--- src/rtl/bcd_pkg.sv ---
// Shared constants for the binary-to-BCD converter and its add-3 cells.
package bcd_pkg;

  localparam int          BCD_DIGIT_W     = 4;
  localparam int          BCD_DIGITS      = 3;
  localparam logic [3:0]  BCD_BLANK       = 4'hF;
  localparam logic [3:0]  BCD_ADD3_THRESH = 4'd5;

endpackage : bcd_pkg

--- src/rtl/bcd_add3.sv ---
// One double-dabble correction cell: a BCD nibble of 5 or more gets +3 before the shift.
module bcd_add3
  import bcd_pkg::*;
(
  input  logic [BCD_DIGIT_W-1:0] digit_i,
  output logic [BCD_DIGIT_W-1:0] digit_o
);

  // Add-3 correction so the following left shift carries correctly into the next digit.
  always_comb begin
    digit_o = digit_i;
    if (digit_i >= BCD_ADD3_THRESH) begin
      digit_o = digit_i + 4'd3;
    end else begin
      digit_o = digit_i;
    end
  end

endmodule : bcd_add3

--- src/rtl/binary_to_bcd.sv ---
// Registered binary-to-3-digit-BCD converter (combinational double dabble, one cycle latency).
// Optional leading-zero blanking is enabled by defining BCD_BLANK_LEADING_ZERO_EN.
module binary_to_bcd
  import bcd_pkg::*;
#(
  parameter int WIDTH = 6
) (
  input  logic                   clk,
  input  logic                   rst_n,
  input  logic [WIDTH-1:0]       signal,
  output logic [BCD_DIGIT_W-1:0] hundred,
  output logic [BCD_DIGIT_W-1:0] tens,
  output logic [BCD_DIGIT_W-1:0] ones
);

  localparam int BCD_W = BCD_DIGIT_W * BCD_DIGITS;

  // bcd_s[k] is the BCD scratch after k iterations; adj_s[k] is it after the add-3 pass.
  logic [BCD_W-1:0] bcd_s [0:WIDTH];
  logic [BCD_W-1:0] adj_s [0:WIDTH-1];
  logic [WIDTH-1:0] unused_msb_s;

  assign bcd_s[0] = {BCD_W{1'b0}};

  // Shifting only the BCD part while feeding in input bits MSB-first is the same as
  // shifting the whole zero-padded vector; the dropped top bit is always zero for <=999.
  for (genvar k = 0; k < WIDTH; k++) begin : g_iter
    for (genvar d = 0; d < BCD_DIGITS; d++) begin : g_digit
      bcd_add3 u_add3 (
        .digit_i (bcd_s[k][d*BCD_DIGIT_W +: BCD_DIGIT_W]),
        .digit_o (adj_s[k][d*BCD_DIGIT_W +: BCD_DIGIT_W])
      );
    end
    assign bcd_s[k+1]      = {adj_s[k][BCD_W-2:0], signal[WIDTH-1-k]};
    assign unused_msb_s[k] = adj_s[k][BCD_W-1];
  end

  logic [BCD_DIGIT_W-1:0] hundred_d, tens_d, ones_d;
  logic [BCD_DIGIT_W-1:0] hundred_q, tens_q, ones_q;

`ifdef BCD_BLANK_LEADING_ZERO_EN
  // Leading-zero suppression: a zero hundreds digit blanks, and tens blanks only below 10.
  always_comb begin
    hundred_d = bcd_s[WIDTH][2*BCD_DIGIT_W +: BCD_DIGIT_W];
    tens_d    = bcd_s[WIDTH][BCD_DIGIT_W   +: BCD_DIGIT_W];
    ones_d    = bcd_s[WIDTH][0             +: BCD_DIGIT_W];
    if (hundred_d == 4'd0) begin
      hundred_d = BCD_BLANK;
      if (tens_d == 4'd0) begin
        tens_d = BCD_BLANK;
      end else begin
        tens_d = bcd_s[WIDTH][BCD_DIGIT_W +: BCD_DIGIT_W];
      end
    end else begin
      hundred_d = bcd_s[WIDTH][2*BCD_DIGIT_W +: BCD_DIGIT_W];
    end
  end
`else
  // Plain BCD digits straight from the dabble array.
  always_comb begin
    hundred_d = bcd_s[WIDTH][2*BCD_DIGIT_W +: BCD_DIGIT_W];
    tens_d    = bcd_s[WIDTH][BCD_DIGIT_W   +: BCD_DIGIT_W];
    ones_d    = bcd_s[WIDTH][0             +: BCD_DIGIT_W];
  end
`endif

  // Output register with asynchronous clear; reset value is zero in every configuration.
  always_ff @(posedge clk or negedge rst_n) begin
    if (!rst_n) begin
      hundred_q <= 4'd0;
      tens_q    <= 4'd0;
      ones_q    <= 4'd0;
    end else begin
      hundred_q <= hundred_d;
      tens_q    <= tens_d;
      ones_q    <= ones_d;
    end
  end

  assign hundred = hundred_q;
  assign tens    = tens_q;
  assign ones    = ones_q;

endmodule : binary_to_bcd

--- config.mk ---
export PLATFORM = sky130hd
export DESIGN_NAME = binary_to_bcd
export DESIGN_NICKNAME = d
export VERILOG_FILES = /design/src/rtl/bcd_pkg.sv /design/src/rtl/bcd_add3.sv /design/src/rtl/binary_to_bcd.sv
export SDC_FILE = /design/constraint.sdc
export NUM_CORES = 1
export LEC_CHECK = 0
export ABC_AREA = 1
export ABC_CLOCK_PERIOD_IN_PS = 900
export BUFFER_PORTS_ARGS = -buffer_cell sky130_fd_sc_hd__buf_2
export CAP_MARGIN = 5
export CORE_MARGIN = 2
export CORE_UTILIZATION = 40
export CTS_CLUSTER_SIZE = 16
export DETAILED_ROUTE_END_ITERATION = 8
export PLACE_DENSITY = 0.72
export SYNTH_ARGS = -nofsm -noshare
export SYNTH_HDL_FRONTEND = slang
export SYNTH_SLANG_ARGS = --single-unit
--- constraint.sdc ---
create_clock -name clk -period 0.9 [get_ports clk]
set_input_delay 0.09 -clock clk [delete_from_list [all_inputs] [get_ports clk]]
set_output_delay 0.09 -clock clk [all_outputs]
set_load 0.05 [all_outputs]
* After elaboration in Yosys (flattened, before gate mapping)
Cells that the tools add are included.
W data, S select, Z words.
** Storage, ports and cells
- Register bits after elaboration :: 12
- Word-level logic and storage cells :: 39
- Bits of input ports :: 8
** Operators by class
- Mux-type cells :: 12
- Add/subtract/negate cells :: 12
- Order comparisons :: 12
** Operator list (count)
- $ge A4 B3 Y1 const B :: 9
- $mux W4 :: 9
- $add A4 B2 Y4 const B :: 7
- $add A1 B2 Y3 const B :: 3
- $ge A1 B3 Y1 const B :: 3
- $mux W3 :: 3
- $add A3 B2 Y3 const B :: 2

* Logic depth before layout (Yosys ltp)
- Depth after elaboration :: 10
- Gate-level depth with buffers :: 18

* Hierarchy
A second synthesis with hierarchy kept.
** Unflattened totals
- Cells, all modules :: 427
- Area total of the unflattened synthesis :: 2736.4 µm²
** By module, submodules not included
- bcd_add3 :: seq. area each 0.0 µm², instances 18, cells an instance 23, area each 135.1 µm²
- binary_to_bcd :: seq. area each 300.3 µm², instances 1, cells an instance 13, area each 304.0 µm²

* Worst setup path before layout
No wires, ideal clock.
- Kind :: input to register
- Start :: input signal[3]
- End :: register ones_q[1] (netlist: ones[1])
- Arrival time :: 1.770 ns
- Stages on the path :: 17
- Setup slack :: -0.986 ns
- Data required time :: 0.783 ns
- Path buffers :: 0
- Path through :: inv_1 ha_1 inv_1 ha_1 inv_2 nand2_4 xor2_1 ha_1 nand2_1 nand3_4 nand2_2 nand2_2 nand3_4 nand2_4 nand2_2 nand2_1 nand2_1
** RTL lines
- start: declaration :: RTL line binary_to_bcd.sv:10 : input logic [WIDTH-1:0] signal,
- end signal: assignment :: RTL line binary_to_bcd.sv:76 : ones_q <= ones_d;
- end: declaration :: RTL line binary_to_bcd.sv:39 : logic [BCD_DIGIT_W-1:0] hundred_q, tens_q, ones_q;

==> flow_metrics.py <==
metrics = {
    "outcome": {
        "status": "complete, but fails checks",
        "violations": "setup timing",
    },
    "cells_and_area": {
        "syn_to_final_growth_pct": 68.41,
        "layout_common_cells": "22 x buf_4, 16 x nand2_1, 8 x nand2_2, 7 x dfrtp_1",
        "final_common_cell": "buf_4",
        "stdcell_count": 125,
        "drive_above_1_share_pct": 60.00,
        "fin_nets": 124,
        "num_antenna_cells": 0,
    },
    "job": {
        "cap_violations": 0,
    },
    "synth": {
        "ys_async_sr_fraction_pct": 100.0,
        "synth_area_leader_cell": "dfrtp_1",
        "synth.distinct_cells": 19,
        "syn_inst": 73,
        "netlist_area_um2": 598.1,
        "synth_area_leaders": "dfrtp_1 29%, nand2_1 11%, ha_1 10%",
        "ys_warn_count": 0,
        "synth.top_cell.area_share_pct": 29.29,
        "synth-seq-cells": 7,
        "yosysSeqAreaShare_pct": 29.29,
        "synth_edf_count": 0,
        "avgSynthCellArea_um2": 8.193,
        "yosys_most_used_dff": "dfrtp_1",
    },
    "placed_design": {
        "place_congestion": 0.7356,
        "numPortBuffers": 14,
        "place_ws_ps": -1069,
        "hpwl_um": 859.5,
        "dp_cells": 112,
    },
    "route": {
        "drt-vias-per-instance": 4.408,
        "wl_met2_um": 685,
        "wl_met1_um": 493,
        "top_layer_used": "met3",
        "ant_nets": 0,
        "wirelength_um": 1237,
        "drtIter0Drc": 7,
        "vias": 551,
        "wl_per_cell_um": 9.896,
        "dr.pass1.iters": 4,
        "met3WireLength_um": 58,
        "drc": 0,
    },
    "sta": {
        "rsz0062_at_grt": "true",
        "fin_crit_sh_pct": 177.4,
        "hold_violations": 0,
        "setup_viol": 5,
        "setup_ws_ps": -696.5,
        "slew_viol_final": 0,
        "period_needed_ps": 1597,
        "fmax_ghz": 0.6264,
    },
    "hold_path": {
        "hp-class": "in2reg",
    },
    "power": {
        "irDropWorstVdd_mv": 0.7272,
        "p_sw_mw": 0.7145,
        "power_frac_clock_pct": 16.5,
        "total_power_mw": 1.612,
        "p_int_mw": 0.8974,
        "power_frac_seq_pct": 24.5,
        "power_density_nw_per_um2": 1600,
        "combPwrFrac_pct": 58.9,
        "swShare_pct": 44.33,
        "p_leak_nw": 0.5289,
    },
    "die": {
        "core_area_um2": 1350,
        "initial_core_util_pct": 44.30,
        "io_pins": 20,
        "num_rows": 13,
        "die_x_um": 42.67,
        "die_h_um": 42.67,
        "dieArea_um2": 1820,
    },
    "clock_tree": {
        "cts.clk_slew.worst_paths_ps": 50,
        "cts.sinks": 7,
        "clk_path_buf_depth": 2,
        "htreeDepth": 1,
        "cts_tree": "built",
        "cts_buffers": 3,
        "cts_root_buffer": "clkbuf_4",
    },
    "setup_path": {
        "worstPathRequired_ps": 1030,
        "crit_arrival_ps": 1720,
        "cp-end-kind": "register",
        "worstSetupStartpointType": "input port",
        "crit_type": "in2reg",
        "worstPathMaxFanout": 5,
    },
    "global_route": {
        "antenna_found_initial": 0,
        "grt_util_all_layers_pct": 12.92,
        "grt_pass1_wl_um": 1863,
        "grt_pass1_vias": 508,
        "grt_max_degree": 8,
        "grt_overflow_total": 0,
    },
}
-- flip-flops by register name (all words and copies together), names as in the netlist --
| register | flops |
|---|---|
| tens | 3 |
| ones | 4 |
-- final cells by class --
type	instances	area, µm²
Multi-Input combinational cell	54	444.2
Inverter	11	67.56
Timing Repair Buffer	34	275.3
Clock buffer	4	26.28
Sequential cell	7	175.2
Tap cell	15	18.77
Fill cell	98	342.8
-- power by group through the flow --
stage / logic, mW / clock network, mW / registers (mW)
6_report: 0.950 / 0.266 / 0.396
3_5_place_dp: 0.786 / 0 / 0.397
2_1_floorplan: 0.383 / 0 / 0.629
4_1_cts: 0.901 / 0.272 / 0.394
3_3_place_gp: 0.778 / 0 / 0.394
5_1_grt: 1.02 / 0.289 / 0.400
-- worst max-delay path, stage by stage --
cell and delay, ps:
buf_12 90, inv_16 30, ha_4 140, inv_2 60, ha_4 130, inv_4 40, nand2_4 70, xor2_4 200
ha_2 200, inv_2 30, nand2_2 60, nand3_4 100, nand2_2 100, nand2_2 70, nand3_4 90, nand2_4 70
nand3_1 80, nand2_1 60
-- final timing paths --
check                           from  endpoint  cells past startpoint
max                        signal[4]   ones[1]                     18
min                        signal[1]   ones[1]                      3
max in group asynchronous      rst_n   ones[3]                      2
min in group asynchronous      rst_n   tens[1]                      2
-- repair_timing --
action / CTS / global route
endpoints found under the hold margin: 8 / 0
hold buffers: 2 / 0
endpoints found under the setup margin: 8 / 9
setup buffers: 5 / 3
pin swaps: 9 / 1
cloned: 0 / 0
gates resized for setup: 18 / 10
-- synth_stat cells, types with 2 or more instances --
cell / n
nand2_1: 18
inv_1: 8
dfrtp_1: 7
nand2_2: 6
buf_4: 5
ha_1: 5
nand3_1: 4
inv_2: 3
nand2_4: 3
nand3_2: 2
nand3_4: 2
o21ai_1: 2
xor2_1: 2
-- metrics by stage --
stage	setup TNS [ps]	utilization (%)	hold slack, ps	cell area (µm²)
floorplan	-3420	-	-205.6	679.4
global placement	-4992	60.24	-77.88	813.3
detailed placement	-5119	60.24	-77.39	813.3
CTS	-3216	72.10	110.7	973.4
global route	-3999	74.61	143.8	1007
finish	-3365	74.61	129.2	1007
-- logic make-up (layout without fill, tap and decap cells) --
logic type	Yosys count	count (layout)	synth area share (%)
simple gates	37	37	37.45
other cells	1	5	0.6270
fa+ha+maj	5	5	10.46
compound gates	5	5	6.066
flops	7	7	29.29
buf+inv	16	49	13.18
xor+xnor	2	2	2.929
-- per-layer routing --
metal | global-route usage, % | up-vias
met5 | 0 | -
met4 | 3.750 | 0
met3 | 1.277 | 0
met2 | 24.24 | 13
met1 | 15.14 | 248
li1 | - | 290
Power figures use the tool's default switching activity.
